===== config.mk =====
export PLATFORM = sky130hd
export DESIGN_NAME = spi_shift_engine
export DESIGN_NICKNAME = d
export VERILOG_FILES = /design/src/rtl/spi_shift_engine.sv
export SDC_FILE = /design/constraint.sdc
export NUM_CORES = 1
export LEC_CHECK = 0
export CAP_MARGIN = 20
export CORE_MARGIN = 2
export CORE_UTILIZATION = 45
export CTS_CLUSTER_SIZE = 24
export DETAILED_ROUTE_END_ITERATION = 8
export HOLD_SLACK_MARGIN = 0.12
export PLACE_DENSITY = 0.69
export SYNTH_ARGS = -nofsm -noshare
export SYNTH_HDL_FRONTEND = slang
export SYNTH_SLANG_ARGS = --single-unit

===== constraint.sdc =====
create_clock -name CLK -period 2.8 [get_ports CLK]
set_input_delay 0.28 -clock CLK [delete_from_list [all_inputs] [get_ports CLK]]
set_output_delay 0.28 -clock CLK [all_outputs]
set_load 0.02 [all_outputs]

===== src/rtl/spi_shift_engine.sv =====
// spi_shift_engine: SPI master shifting WIDTH-bit words in all four modes with a programmable
// half-period divider and held slave selects. Define SPI_RXFIFO_EN to buffer received words.
module spi_shift_engine #(
    parameter int NSS        = 2,
    parameter int WIDTH      = 8,
    parameter int DIVW       = 4,
    parameter int FIFO_DEPTH = 4
) (
    input  logic                  CLK,
    input  logic                  RESET,
    input  logic                  cmd_valid,
    output logic                  cmd_ready,
    input  logic [WIDTH-1:0]      cmd_data,
    input  logic [$clog2(NSS):0]  cmd_ss,
    input  logic                  cmd_last,
    input  logic [1:0]            mode,
    input  logic [DIVW-1:0]       div,
    input  logic [NSS:0]          MISO,
    output logic                  MOSI,
    output logic                  SCK,
    output logic [NSS-1:0]        nSS,
    output logic                  rx_valid,
    input  logic                  rx_ready,
    output logic [WIDTH-1:0]      rx_data,
    output logic                  busy
);

    localparam int SSW = $clog2(NSS) + 1;
    localparam int EW  = $clog2(2 * WIDTH);

    typedef enum logic [1:0] {S_IDLE, S_LEAD, S_SHIFT, S_TRAIL} state_t;

    state_t           r_state;
    logic [DIVW-1:0]  r_cnt;
    logic [DIVW-1:0]  r_div;
    logic [EW-1:0]    r_edge;
    logic             r_cpha;
    logic             r_last;
    logic [SSW-1:0]   r_ss;
    logic [WIDTH-1:0] r_tx;
    logic [WIDTH-1:0] r_rx;
    logic             r_sck;
    logic [NSS-1:0]   r_nss;
    logic             r_busy;

    logic             w_hp_end;
    logic             w_last_edge;
    logic             w_edge_go;
    logic             w_edge_lead;
    logic             w_edge_first;
    logic             w_sample;
    logic             w_shift;
    logic             w_done;
    logic             w_full;
    logic             w_accept;
    logic             w_miso;
    logic [NSS-1:0]   w_sel;

    assign w_hp_end     = (r_cnt == r_div);
    assign w_last_edge  = (r_edge == EW'(2 * WIDTH - 1));
    assign w_edge_first = (r_state == S_LEAD);
    // An edge opens every SHIFT half-period; r_edge holds the half-period currently running.
    assign w_edge_go    = w_hp_end && ((r_state == S_LEAD) || ((r_state == S_SHIFT) && !w_last_edge));
    assign w_edge_lead  = w_edge_first || r_edge[0];
    assign w_sample     = w_edge_go && (w_edge_lead ^ r_cpha);
    assign w_shift      = w_edge_go && !(w_edge_lead ^ r_cpha) && !w_edge_first;
    assign w_done       = (r_state == S_TRAIL) && w_hp_end;
    assign w_accept     = cmd_valid && cmd_ready;

    assign cmd_ready = (r_state == S_IDLE) && !w_full;
    assign MOSI      = r_tx[WIDTH-1];
    assign SCK       = r_sck;
    assign nSS       = r_nss;
    assign busy      = r_busy;

    // Out-of-range slave indices deselect everything and listen on the spare MISO line.
    always_comb begin
        w_sel = '1;
        for (int i = 0; i < NSS; i++) begin
            if (cmd_ss == SSW'(i)) begin
                w_sel[i] = 1'b0;
            end
        end
    end

    always_comb begin
        w_miso = MISO[NSS];
        for (int i = 0; i < NSS; i++) begin
            if (r_ss == SSW'(i)) begin
                w_miso = MISO[i];
            end
        end
    end

    always_ff @(posedge CLK or posedge RESET) begin
        if (RESET) begin
            r_state <= S_IDLE;
            r_cnt   <= '0;
            r_div   <= '0;
            r_edge  <= '0;
            r_cpha  <= 1'b0;
            r_last  <= 1'b0;
            r_ss    <= '0;
            r_tx    <= '0;
            r_rx    <= '0;
            r_sck   <= 1'b0;
            r_nss   <= '1;
            r_busy  <= 1'b0;
        end else begin
            case (r_state)
                S_IDLE: begin
                    if (w_accept) begin
                        r_state <= S_LEAD;
                        r_busy  <= 1'b1;
                        r_cnt   <= '0;
                        r_div   <= div;
                        r_cpha  <= mode[0];
                        r_sck   <= mode[1];
                        r_last  <= cmd_last;
                        r_ss    <= cmd_ss;
                        r_tx    <= cmd_data;
                        r_nss   <= w_sel;
                    end
                end
                S_LEAD: begin
                    if (w_hp_end) begin
                        r_state <= S_SHIFT;
                        r_edge  <= '0;
                    end
                end
                S_SHIFT: begin
                    if (w_hp_end) begin
                        if (w_last_edge) begin
                            r_state <= S_TRAIL;
                        end else begin
                            r_edge <= r_edge + 1'b1;
                        end
                    end
                end
                S_TRAIL: begin
                    if (w_hp_end) begin
                        r_state <= S_IDLE;
                        r_busy  <= 1'b0;
                        if (r_last) begin
                            r_nss <= '1;
                        end
                    end
                end
                default: r_state <= S_IDLE;
            endcase

            if (r_state != S_IDLE) begin
                r_cnt <= w_hp_end ? '0 : r_cnt + 1'b1;
            end
            if (w_edge_go) begin
                r_sck <= ~r_sck;
            end
            if (w_shift) begin
                r_tx <= {r_tx[WIDTH-2:0], 1'b0};
            end
            if (w_sample) begin
                r_rx <= {r_rx[WIDTH-2:0], w_miso};
            end
        end
    end

`ifdef SPI_RXFIFO_EN
    localparam int PW = (FIFO_DEPTH > 1) ? $clog2(FIFO_DEPTH) : 1;

    logic [WIDTH-1:0] r_mem [FIFO_DEPTH];
    logic [PW-1:0]    r_wp;
    logic [PW-1:0]    r_rp;
    logic [PW:0]      r_fcnt;
    logic [WIDTH-1:0] r_head;

    logic             w_push;
    logic             w_pop;
    logic [PW-1:0]    w_rp_nxt;

    function automatic logic [PW-1:0] f_inc(input logic [PW-1:0] p);
        return (p == PW'(FIFO_DEPTH - 1)) ? '0 : p + 1'b1;
    endfunction

    assign w_push   = w_done;
    assign w_pop    = (r_fcnt != '0) && rx_ready;
    assign w_rp_nxt = f_inc(r_rp);
    assign w_full   = (r_fcnt == (PW + 1)'(FIFO_DEPTH));
    assign rx_valid = (r_fcnt != '0);
    assign rx_data  = r_head;

    always_ff @(posedge CLK) begin
        if (w_push) begin
            r_mem[r_wp] <= r_rx;
        end
    end

    // r_head mirrors the entry at r_rp so rx_data comes straight from a register.
    always_ff @(posedge CLK or posedge RESET) begin
        if (RESET) begin
            r_wp   <= '0;
            r_rp   <= '0;
            r_fcnt <= '0;
            r_head <= '0;
        end else begin
            if (w_push) begin
                r_wp <= f_inc(r_wp);
            end
            if (w_pop) begin
                r_rp <= w_rp_nxt;
            end
            case ({w_push, w_pop})
                2'b10:   r_fcnt <= r_fcnt + 1'b1;
                2'b01:   r_fcnt <= r_fcnt - 1'b1;
                default: r_fcnt <= r_fcnt;
            endcase
            if (w_pop && (r_fcnt > (PW + 1)'(1))) begin
                r_head <= r_mem[w_rp_nxt];
            end else if (w_push && ((r_fcnt == '0) || (w_pop && (r_fcnt == (PW + 1)'(1))))) begin
                r_head <= r_rx;
            end
        end
    end
`else
    logic             r_rx_valid;
    logic [WIDTH-1:0] r_rx_data;
    logic             w_unused;

    assign w_unused = rx_ready | (FIFO_DEPTH == 0);
    assign w_full   = 1'b0;
    assign rx_valid = r_rx_valid;
    assign rx_data  = r_rx_data;

    always_ff @(posedge CLK or posedge RESET) begin
        if (RESET) begin
            r_rx_valid <= 1'b0;
            r_rx_data  <= '0;
        end else begin
            r_rx_valid <= w_done;
            if (w_done) begin
                r_rx_data <= r_rx;
            end
        end
    end
`endif

endmodule

# Yosys cells after proc, flatten, opt, wreduce, memory -nomap -nowiden
# Index checks and enable logic that the tools add are counted.
[totals] ff_bits=47 wordCells=95 output_inout_bits=15
[op_classes] n_reduce_logical=32 add_sub_neg=2 bitwise=2 n_eq_ne=14 n_mux=31
[op_table] op="$mux W4" count=7
[op_table] op="$mux W8" count=3
[op_table] op="$reduce_bool A2 Y1" count=9
[op_table] op="$mux W2" count=8
[op_table] op="$ne A2 B2 Y1 const B" count=6
[op_table] op="$mux W1" count=9
[op_table] op="$add A4 B1 Y4 const B" count=2
[op_table] op="$pmux W2 S4" count=1
[op_table] op="$pmux W4 S2" count=1
[op_table] op="$reduce_and A2 Y1" count=4
[op_table] op="$reduce_and A4 Y1" count=2
[op_table] op="$logic_and A1 B1 Y1" count=7
[op_table] op="$eq A2 B1 Y1 const B" count=3
[op_table] op="$logic_not A2 Y1" count=3
[op_table] op="$reduce_and A5 Y1" count=1
[op_table] op="$eq A2 B2 Y1 const B" count=2
[op_table] op="$eq A4 B4 Y1" count=1
[op_table] op="$eq A4 B4 Y1 const B" count=1
[op_table] op="$pmux W2 S2" count=1
[op_table] op="$logic_not A1 Y1" count=3
[op_table] op="$reduce_and A3 Y1" count=1
[op_table] op="$logic_or A1 B1 Y1" count=2
[op_table] op="$ne A2 B1 Y1 const B" count=1
[op_table] op="$pmux W1 S2" count=1
[op_table] op="2 further kinds" count=2

# Logic depth before layout (Yosys ltp)
# Gate-level depths: netlist of the first run.
[depth] ltp_word=9 mapped_depth=9 mapped_depth_nobuf=7

# Worst setup path before layout of the first run
# No wires, ideal clock.
[synth_path] path_kind="register to register" startpoint="register r_state[0]" endpoint="register r_rx[0]" stages_incl_launch_ff=10 arrival_time_ps=2088 path_slack_ps=587 required_ps=2675 setup_time_ps=125 path_cell_list="dfrtp_1 > inv_1 > ha_1 > clkbuf_1 > and2_1 > clkbuf_1 > a211o_1 > and3_1 > buf_2 > mux2_2"
[synth_via] elab_chain_cells=5 elab_cells_between_ends=8 cone_classes="eq/ne (2); bitwise (1); reduce/logical (5)"
[synth_lines] element="start: declaration" line="33" rtl="state_t r_state;"
[synth_lines] element="start signal: assignment" line="97" rtl="r_state <= S_IDLE;"
[synth_lines] element="start signal: assignment" line="113" rtl="r_state <= S_LEAD;"
[synth_lines] element="start signal: assignment" line="127" rtl="r_state <= S_SHIFT;"
[synth_lines] element="$eq A2 B2 Y1" line="63" rtl="assign w_edge_go = w_hp_end && ((r_state == S_LEAD) || ((r_state == S_SHIFT) && !w_last_edge));"
[synth_lines] element="$logic_and A1 B1 Y1" line="63"
[synth_lines] element="$logic_or A1 B1 Y1" line="63"
[synth_lines] element="$logic_and A1 B1 Y1" line="63"
[synth_lines] element="$logic_and A1 B1 Y1 (*)" line="65" rtl="assign w_sample = w_edge_go && (w_edge_lead ^ r_cpha);"
[synth_lines] element="end signal: assignment" line="162" rtl="r_rx <= {r_rx[WIDTH-2:0], w_miso};"
[synth_lines] element="end: declaration" line="41" rtl="logic [WIDTH-1:0] r_rx;"
# Mark *: on every way between the ends. The rest lies on a longest branch, timed or not.
# A chain may end at the register's enable or synchronous reset.

# Worst setup path in the final report of the first run
[layout_path] startpoint="register r_state[1]" endpoint="register r_tx[6]"
[layout_via] elab_chain_cells=8 elab_cells_between_ends=17 cone_classes="eq/ne (2); mux (1); bitwise (1); reduce/logical (13)"
[layout_lines] element="$eq A2 B1 Y1 / $eq A2 B2 Y1 (equally long branches)" line="61, 63"
[layout_lines] element="$logic_or A1 B1 Y1 / $logic_and A1 B1 Y1 (equally long branches)" line="64, 63"
[layout_lines] element="$xor A1 B1 Y1 / $logic_or A1 B1 Y1 (equally long branches)" line="66, 63"
[layout_lines] element="$logic_not A1 Y1 / $logic_and A1 B1 Y1 (equally long branches)" line="66, 63"
[layout_lines] element="$logic_and A1 B1 Y1 (2 in series)" line="66" rtl="assign w_shift = w_edge_go && !(w_edge_lead ^ r_cpha) && !w_edge_first;"
[layout_lines] element="$reduce_bool A2 Y1 (no line)"
[layout_lines] element="$reduce_and A2 Y1 (no line)"
[layout_lines] element="end signal: assignment" line="121" rtl="r_tx <= cmd_data;"
[layout_lines] element="end signal: assignment" line="159" rtl="r_tx <= {r_tx[WIDTH-2:0], 1'b0};"
[layout_lines] element="end: declaration" line="40" rtl="logic [WIDTH-1:0] r_tx;"
# Parallel ways exist; a longest one is shown, timed or not.

==> results by group, run 1 <==
Timing
  – RSZ-0062 raised after global routing: false
  – Fmax: about 450 MHz
  – Slew Limit Fails: 0
  – Final setup margin: 582.1 ps
  – Fin crit share: 79.21%
  – Tightest Pin Transition: between 500 and 600 ps
  – Final setup vio count: 0
  – Slew HR: just over 60%
  – Total negative slack: 0 ps
  – Final Hold Viols: 0
  – Fin crit period: about 2200 ps
  – Skew final: around 4.4 ps

Worst setup path
  – Worst R2R Start: r_state[1]
  – Reg2reg setup slack: 580 ps
  – Worst Setup Path Type: reg2reg
  – CP endpoint kind: flip-flop
  – Worst EP arrival: approximately 2400 ps
  – Crit start category: flip-flop
  – Data required, critical path: just under 3000 ps
  – R2R cell count: 7
  – Reg2reg end: r_tx[6]
  – Maximum fanout along the worst path: 9

Power and ir drop
  – Pwr per Cell Area: between 1000 and 1500 nW/um^2
  – Worst-case vdd ir drop: between 0.0006 and 0.0007 V
  – Static Leak: roughly 1.3 nW

Die
  – Die H: between 70 and 80 microns
  – Site Rows: 26
  – Die Wd: between 70 and 80 microns
  – I/O pin cnt: 39
  – Initial core utilization: a little under half
  – Core Area: around 5000 sq um
  – Die area: around 5700 sq um

Logic synthesis
  – Sequential element share of the synthesized area: between 50% and 60%
  – Top FF cell, synth: dfrtp_1
  – Synth area leaders: dfrtp_1, mux2_2, mux2i_1
  – Synth Net Count: ~220
  – Yosys top cell by area: dfrtp_1
  – Yosys cell types: 35
  – Top-area cell type share of the netlist area: approximately half
  – Syn avg cell area: about 12 sq um
  – Synth Warn #: 0
  – #FFs+latches synth: 47
  – Syn Std Cell Area: approximately 2300 sq um
  – Post-synth EDFFs: 0
  – FFs w/ async S/R, synth: between 90% and 100%
  – Gate Count Post-Synth: roughly 190

Placed design
  – Pre-CTS worst setup slack: roughly 600 ps
  – Global placement routability congestion: approximately 0.76
  – HPWL after DPL: between 2 and 3 mm
  – I/O Buffers: 37
  – Cell count after placement: 297
  – Placed Area: about 2800 sq um

Finish
  – P&R area growth vs syn: 24.85%
  – Commonest non-fill, non-tap cells in the layout: dfrtp_1, clkdlybuf4s50_1, mux2_2
  – Util after Layout: a little under three fifths
  – Design area: 2879 sq um
  – Nets: about 260
  – Most common cell after layout, fill and taps aside: dfrtp_1
  – Number of inserted diodes: 0
  – Fraction of layout cells with a size suffix above 1: 20.85%
  – Fillers: between 400 and 500
  – Final Non-Filler Cells: 305

Routing
  – Wire length on met1: ~2.0 mm
  – Remaining DRCs: 0
  – Max Used Layer: met4
  – Vias: between 1500 and 2000
  – Met2 wire length: around 1.9 mm
  – Drt via density: slightly above 5
  – Iteration-0 DRC Markers: approximately 120
  – Met3 wire len: 138 microns
  – Final WL: approximately 4.1 mm
  – Mean routed wirelength per cell: about 13 microns
  – Initial DRT Pass Iterations: 3
  – Remaining antenna violation count: 0

CTS
  – Post-CTS setup buffer count: 0
  – Longest Clk Path Bufs: 2
  – Hold buffer count at cts: 0
  – H-tree depth: 2
  – TritonCTS clock tree: yes
  – Clock latency at the later pin of the worst-skew pair: a little under 300 ps
  – Clock Pin Slew Worst Setup and Hold Paths: ~80 ps
  – # resized after CTS: 0
  – Cts bufs inserted: 5
  – CTS root buffer: clkbuf_8
  – Sinks on Clock Net: 47

Global routing
  – Largest net degree at the start of global routing: 48
  – Initial antenna violation count: 0
  – GR Util All Layers: between 10% and 20%
  – Grt total ovfl: 0
  – Vias in the first global route: between 1000 and 1500
  – First-pass GRT wire length: 6.844 mm

Status
  – Status: complete, no violations

Job
  – MaxCap Viol Count: 0

Worst hold path
  – Worst min path class: in2async
## stage by stage
stage          hold slack, ps  power [mW]
5_1_grt                 517.0       3.528
2_1_floorplan           430.6       2.308
6_report                436.0       3.264
4_1_cts                 466.5       3.304
3_5_place_dp            468.3       2.784
3_3_place_gp            459.1       2.745
## worst max-delay path by stage
stage,start,to
floorplan,r_state[0],r_rx[0]
global placement,r_state[1],r_tx[4]
detailed placement,r_state[1],r_tx[6]
CTS,r_state[1],r_tx[6]
global route,r_state[1],r_tx[5]
finish,r_state[1],r_tx[6]
## layer usage
metal | vias up | track usage [%]
met5 | - | 0
met4 | 0 | 4.094
met3 | 6 | 5.026
met2 | 23 | 23.77
met1 | 748 | 22.54
li1 | 776 | -
## state kept, by name, summed over array words and instances (netlist names)
register,flops
r_edge,4
r_cnt,4
r_cpha,1
r_state,2
rx_valid,1
r_div,4
r_rx,8
busy,1
r_ss,2
r_last,1
r_tx,8
SCK,1
rx_data,8
nSS,2
## cells by family after synthesis
group | count (synthesis) | synth area share, %
XOR/XNOR | 5 | 1.899
AND/OR/NAND/NOR | 50 | 11.99
adder cells (fa/ha/maj) | 6 | 3.255
AO/OA/AOI/OAI | 33 | 10.91
flip-flops | 47 | 51.11
multiplexers | 38 | 17.96
buffers and inverters | 15 | 2.876
## where the power goes
group / total [mW] / internal [mW] / switching [mW]
Combinational: 1.52 / 0.769 / 0.748
Sequential: 1.24 / 1.01 / 0.232
Clock: 0.505 / 0.289 / 0.216
Total: 3.26 / 2.07 / 1.20
## worst max-delay path: stages, from the launching register on
cell,delay [ps]
dfrtp_1,390
inv_1,120
ha_1,290
or3_1,390
a21oi_1,240
a32oi_4,210
a21o_1,290
o2bb2ai_1,160
## cells in the mapped netlist (all sizes together), types with 2 or more instances
cell	count
a21o	2
a21oi	6
a22o	2
and3	8
buf	3
clkbuf	7
dfrtp	45
dfstp	2
ha	6
inv	5
mux2	27
mux2i	11
nand2	16
nand3	5
nor2	8
nor2b	2
nor3	3
o21ai	9
o2bb2ai	8
o31ai	2
or3	2
xor2	5
## cell type report
class | instances | area [sq um] | area share (%)
inverter | 5 | 18.77 | 0.6519
sequential | 47 | 1179 | 40.94
multi-input combinational | 132 | 1061 | 36.85
clock buffer | 6 | 82.58 | 2.868
tap | 70 | 87.58 | 3.042
clock inverter | 2 | 35.03 | 1.217
timing repair buffer | 43 | 415.4 | 14.43
Note: power is estimated with default switching activity, not from simulation.
==> run 2: changes to the inputs <==
==> constraint.sdc (replaced) <==
create_clock -name CLK -period 2.1 [get_ports CLK]
set_input_delay 0.21 -clock CLK [delete_from_list [all_inputs] [get_ports CLK]]
set_output_delay 0.21 -clock CLK [all_outputs]
set_load 0.02 [all_outputs]
==> run 2 against run 1 <==
Against the previous run:
- utilization up 1.4 points
- die area unchanged
- largest cell class unchanged
- combinational power grew 43%
- critical path type unchanged
- first-iteration DRC count shrank 0.83%
==> results by group, run 2 (synthesis results as in run 1) <==
Status
  – Status: complete, no violations

CTS
  – TritonCTS clock tree: yes
  – CTS root buffer: clkbuf_8
  – H-tree depth: 2 (unchanged)
  – Clock latency at the later pin of the worst-skew pair: 300 ps (about the same)
  – Longest Clk Path Bufs: 2 (unchanged)
  – Sinks on Clock Net: 47 (unchanged)
  – Clock Pin Slew Worst Setup and Hold Paths: 90 ps (about the same)
  – Cts bufs inserted: 5 (unchanged)
  – Hold buffer count at cts: 0 (unchanged)

Finish
  – Commonest non-fill, non-tap cells in the layout: dfrtp_1, clkdlybuf4s50_1, mux2_2
  – Nets: 274 (+3.8%)
  – P&R area growth vs syn: 28.00%
  – Design area: 2952 sq um (+2.5%)
  – Number of inserted diodes: 0 (unchanged)
  – Most common cell after layout, fill and taps aside: dfrtp_1
  – Fraction of layout cells with a size suffix above 1: 24.49% (+3.6 points)

Global routing
  – GR Util All Layers: 17.34% (+1.4 points)
  – Grt total ovfl: 0 (unchanged)
  – Largest net degree at the start of global routing: 29 (-40%)
  – Initial antenna violation count: 0 (unchanged)
  – First-pass GRT wire length: 7.452 mm (+8.9%)
  – Vias in the first global route: 1596 (+10%)

Die
  – Die Wd: 75.59 microns (unchanged)
  – Initial core utilization: 46.03% (unchanged)
  – I/O pin cnt: 39 (unchanged)
  – Core Area: 5010 sq um (unchanged)
  – Die H: 75.59 microns (unchanged)
  – Die area: 5713 sq um (unchanged)
  – Site Rows: 26 (unchanged)

Timing
  – Final setup margin: 143.3 ps (-438.8 ps)
  – Skew final: 3.585 ps (-0.7886 ps)
  – Final setup vio count: 0 (unchanged)
  – Fin crit period: 1957 ps (-261.2 ps)
  – Total negative slack: 0 ps (unchanged)
  – Fmax: 511.1 MHz (+13%)
  – Fin crit share: 93.18% (+14 points)
  – Slew Limit Fails: 0 (unchanged)
  – RSZ-0062 raised after global routing: false
  – Tightest Pin Transition: 479.4 ps (-107.2 ps)
  – Slew HR: 67.99% (+7.1 points)
  – WHS: 236.7 ps (-199.3 ps)
  – Final Hold Viols: 0 (unchanged)

Worst setup path
  – Crit start category: flip-flop
  – Worst Setup Path Type: reg2reg
  – CP endpoint kind: flip-flop
  – Max incr delay on CP: 410 ps (+20 ps)
  – Maximum fanout along the worst path: 8 (-1)
  – Buf/Inv on CP: 1 (unchanged)
  – Family with the most delay on the worst path: compound AO/OA/AOI/OAI gates
  – CP Cell Sequence: inv_1 > ha_1 > or3_1 > a21oi_2 > a32oi_4 > a21o_1 > o2bb2ai_1
  – Worst EP arrival: 2150 ps (-240 ps)
  – Data required, critical path: 2290 ps (-680 ps)
  – Critical path's slowest cell: dfrtp_1

Power and ir drop
  – Static Leak: 1.320 nW (+3.0%)
  – Pwr per Cell Area: 1482 nW/um^2 (+31%)
  – Power, Total: 4.375 mW (+34%)
  – Worst-case vdd ir drop: 0.0007854 V (+29%)

Placed design
  – Pre-CTS worst setup slack: 166.2 ps (-419.1 ps)
  – Placed Area: 2865 sq um (+3.8%)
  – I/O Buffers: 37 (unchanged)
  – HPWL after DPL: 3.174 mm (+12%)
  – Global placement routability congestion: 0.7516 (-1.2%)

Routing
  – Remaining antenna violation count: 0 (unchanged)
  – Vias: 1620 (+4.3%)
  – Drt via density: 5.143 (+1.0%)
  – Final WL: 4.442 mm (+9.1%)
  – Initial DRT Pass Iterations: 4 (+1)
  – Remaining DRCs: 0 (unchanged)
  – Iteration-0 DRC Markers: 120 (-0.83%)
  – Mean routed wirelength per cell: 14.10 microns (+5.6%)

Worst hold path
  – Worst min path class: in2async

Job
  – MaxCap Viol Count: 0 (unchanged)
[run 2: routing by layer]
metal	vias to the layer above	global-route usage [%]	wire (microns)
li1	790	-	-
met1	787	24.60	2199
met2	36	26.09	1966
met3	7	4.365	221
met4	0	5.848	55
met5	-	0	0
[run 2: per-stage QoR]
step | instances | util, %
6_report | 315 | 58.92
5_1_grt | 315 | 58.92
4_1_cts | 315 | 58.87
3_5_place_dp | 307 | 57.19
3_3_place_gp | 307 | 57.19
2_1_floorplan | 194 | -
[run 2: cell type report]
type | count | area, sq um
well taps | 70 | 87.58
inverters | 5 | 18.77
flip-flops and latches | 47 | 1179
fillers | 445 | 2058
repair buffers | 53 | 514.2
clock buffers | 6 | 72.57
multi-input cells | 132 | 1067
clock inverters | 2 | 12.51
[run 2: power breakdown]
| part | leakage, nW | internal [mW] | total (mW) | switching (mW) |
|---|---|---|---|---|
| Clock | 0.0412 | 0.233 | 0.537 | 0.304 |
| Sequential | 0.563 | 1.35 | 1.65 | 0.307 |
| Combinational | 0.715 | 1.13 | 2.18 | 1.06 |
| Total | 1.32 | 2.71 | 4.37 | 1.67 |
[run 2: worst paths after layout]
| kind | startpoint | end | slack, ps | cells past startpoint |
|---|---|---|---|---|
| min reg2reg | SCK | SCK | 480 | 1 |
| min in group CLK | SCK | SCK | 480 | 1 |
| max reg2reg | r_state[1] | r_tx[4] | 140 | 7 |
| min | RESET | r_div[3] | 240 | 2 |
| max in group asynchronous | RESET | nSS[0] | 1280 | 3 |
| max | r_state[1] | r_tx[4] | 140 | 7 |
[run 2: worst register-to-register path, cell delays in order (launching register included)]
cell and delay [ps]:
dfrtp_1 410, inv_1 80, ha_1 190, or3_1 400, a21oi_2 200, a32oi_4 120
a21o_1 270, o2bb2ai_1 170
[run 2: what timing repair did]
| action | 4_1_cts | 5_1_grt |
|---|---|---|
| resized for setup | 1 | 1 |
| setup endpoints to repair | 1 | 9 |
| pin swaps | 0 | 1 |
| setup buffers | 0 | 0 |
==> run 3: changes to the inputs <==
--- a/config.mk
+++ b/config.mk
@@ -5,13 +5,14 @@
 export SDC_FILE = /design/constraint.sdc
 export NUM_CORES = 1
 export LEC_CHECK = 0
+export ABC_CLOCK_PERIOD_IN_PS = 1700
 export CAP_MARGIN = 20
 export CORE_MARGIN = 2
 export CORE_UTILIZATION = 45
 export CTS_CLUSTER_SIZE = 24
 export DETAILED_ROUTE_END_ITERATION = 8
 export HOLD_SLACK_MARGIN = 0.12
-export PLACE_DENSITY = 0.69
+export PLACE_DENSITY = 0.72
 export SYNTH_ARGS = -nofsm -noshare
 export SYNTH_HDL_FRONTEND = slang
 export SYNTH_SLANG_ARGS = --single-unit
==> constraint.sdc (replaced) <==
create_clock -name CLK -period 1.7 [get_ports CLK]
set_input_delay 0.17 -clock CLK [delete_from_list [all_inputs] [get_ports CLK]]
set_output_delay 0.17 -clock CLK [all_outputs]
set_load 0.02 [all_outputs]
==> run 3 against run 2 <==
Against the previous run:
- the flow now finishes with violations (negative setup slack)
- via count is 9.4% higher
- final cell count is 10% higher
- fmax is 7.9% higher
- critical path depth stayed put
- critical endpoint is now r_rx[0]
- highest routed layer unchanged
==> results by group, run 3 (synthesis results as in run 1) <==
Status
  – Status: complete, but fails checks
  – Failing checks: negative setup slack

Die
  – Die area: 5713 sq um (unchanged)
  – Core Area: 5010 sq um (unchanged)
  – Die Wd: 75.59 microns (unchanged)
  – Site Rows: 26 (unchanged)
  – Die H: 75.59 microns (unchanged)
  – I/O pin cnt: 39 (unchanged)
  – Initial core utilization: 46.03% (unchanged)

Placed design
  – I/O Buffers: 37 (unchanged)
  – HPWL after DPL: 3.374 mm (+6.3%)
  – Global placement routability congestion: 0.7691 (+2.3%)
  – Pre-CTS worst setup slack: -130.8 ps (-297.0 ps)
  – Placed Area: 3039 sq um (+6.1%)

CTS
  – TritonCTS clock tree: yes
  – CTS root buffer: clkbuf_8
  – Longest Clk Path Bufs: 2 (unchanged)
  – Clock latency at the later pin of the worst-skew pair: 300 ps (about the same)
  – Cts bufs inserted: 5 (unchanged)
  – Sinks on Clock Net: 47 (unchanged)
  – Clock Pin Slew Worst Setup and Hold Paths: 90 ps (about the same)
  – H-tree depth: 2 (unchanged)

Timing
  – Fin crit share: 106.6% (+13 points)
  – Final Hold Viols: 0 (unchanged)
  – RSZ-0062 raised after global routing: true
  – Slew Limit Fails: 0 (unchanged)
  – Skew final: 11.07 ps (+7.487 ps)
  – Final setup margin: -112.9 ps (-256.2 ps)
  – Fin crit period: 1813 ps (-143.8 ps)
  – Final setup vio count: 30 (+30)
  – Fmax: 551.6 MHz (+7.9%)
  – Tightest Pin Transition: 360.1 ps (-119.2 ps)
  – Slew HR: 75.99% (+8.0 points)

Power and ir drop
  – Pwr per Cell Area: 1923 nW/um^2 (+30%)
  – Clock Power Share: 13.0% (+0.7 points)
  – Sw Ratio: 36.58% (-1.6 points)
  – Reg power frac: 31.3% (-6.5 points)
  – P_int: 4.127 mW (+53%)
  – Logic gate share of total power: 55.8% (+5.9 points)
  – Power, Total: 6.508 mW (+49%)
  – Sw Pwr: 2.380 mW (+43%)
  – Static Leak: 1.532 nW (+16%)
  – Worst-case vdd ir drop: 0.001222 V (+56%)

Worst hold path
  – Worst min path class: in2reg

Worst setup path
  – Reg2reg setup slack: -110 ps (-260 ps)
  – Worst Setup Path Type: reg2reg
  – Data required, critical path: 1890 ps (-400 ps)
  – CP endpoint kind: flip-flop
  – Maximum fanout along the worst path: 8 (unchanged)
  – Worst EP arrival: 2010 ps (-140 ps)
  – Crit start category: flip-flop

Global routing
  – GR Util All Layers: 18.38% (+1.0 points)
  – Initial antenna violation count: 0 (unchanged)
  – First-pass GRT wire length: 7.928 mm (+6.4%)
  – Grt total ovfl: 0 (unchanged)
  – Largest net degree at the start of global routing: 29 (unchanged)
  – Vias in the first global route: 1750 (+9.6%)

Finish
  – Fraction of layout cells with a size suffix above 1: 42.24% (+18 points)
  – Fillers: 390 (-12%)
  – Number of inserted diodes: 0 (unchanged)
  – Commonest non-fill, non-tap cells in the layout: dfrtp_1, buf_4, clkdlybuf4s50_1
  – Most common cell after layout, fill and taps aside: dfrtp_1
  – Nets: 306 (+12%)
  – P&R area growth vs syn: 46.72%
  – Design area: 3383 sq um (+15%)

Routing
  – Initial DRT Pass Iterations: 4 (unchanged)
  – Iteration-0 DRC Markers: 70 (-42%)
  – Vias: 1772 (+9.4%)
  – Mean routed wirelength per cell: 14.14 microns (+0.30%)
  – Drt via density: 5.107 (-0.70%)
  – Remaining DRCs: 0 (unchanged)
  – Final WL: 4.908 mm (+10%)
  – Remaining antenna violation count: 0 (unchanged)

Job
  – MaxCap Viol Count: 0 (unchanged)
[run 3: cell type report]
class / count / area [sq um] / area share, %
Clock buffer: 6 / 82.58 / 2.441
Clock inverter: 2 / 35.03 / 1.036
Inverter: 5 / 18.77 / 0.5547
Multi-Input combinational cell: 133 / 1224 / 36.17
Sequential cell: 47 / 1180 / 34.87
Tap cell: 70 / 87.58 / 2.589
Timing Repair Buffer: 84 / 755.7 / 22.34
[run 3: what timing repair did]
item                       CTS  global route
cloned                       0             1
setup endpoints to repair   44            43
resized for setup           20            15
hold buffers                 1             0
buffers inserted             4             4
pin swaps                    2             7
hold endpoints to repair     1             0
[run 3: layer usage]
metal,vias up,global-route usage (%),share of wire [%]
met4,0,6.043,1.1
met5,-,0,0
li1,856,-,-
met1,878,23.59,42
met2,32,30.63,54
met3,6,4.497,2.9
[run 3: per-stage QoR]
stage                     std cells  TNS (ps)  util [%]  hold slack [ps]
after floorplan                 194     -5807         -            320.6
after global placement          329     -1901     60.66            340.0
after detailed placement        329     -2664     60.66            340.8
after CTS                       342     -1580     65.33            450.6
after global routing            347     -3996     67.53            481.8
final                           347     -1947     67.53            466.8
[run 3: worst paths after layout]
check                             from    endpoint  depth (start not counted)
max                         r_state[1]     r_rx[0]                          7
min                        cmd_data[0]     r_tx[0]                          3
max reg2reg                 r_state[1]     r_rx[0]                          7
min reg2reg                        SCK         SCK                          1
max in group asynchronous        RESET  r_state[1]                          4
min in group asynchronous        RESET    rx_valid                          3
[run 3: power groups by stage]
stage | logic, mW | clock network (mW) | registers, mW
2_1_floorplan | 1.79 | 0 | 2.16
3_3_place_gp | 3.07 | 0 | 2.00
3_5_place_dp | 3.17 | 0 | 2.01
4_1_cts | 3.37 | 0.864 | 2.02
5_1_grt | 3.95 | 0.905 | 2.11
6_report | 3.63 | 0.844 | 2.03
[run 3: worst max-delay path, cell delays in order, from the launching register on]
cell     delay [ps]
dfrtp_2         420
buf_4           150
ha_4            160
and2_4          130
a211o_1         240
and3_1          170
buf_6           140
mux2_4          290
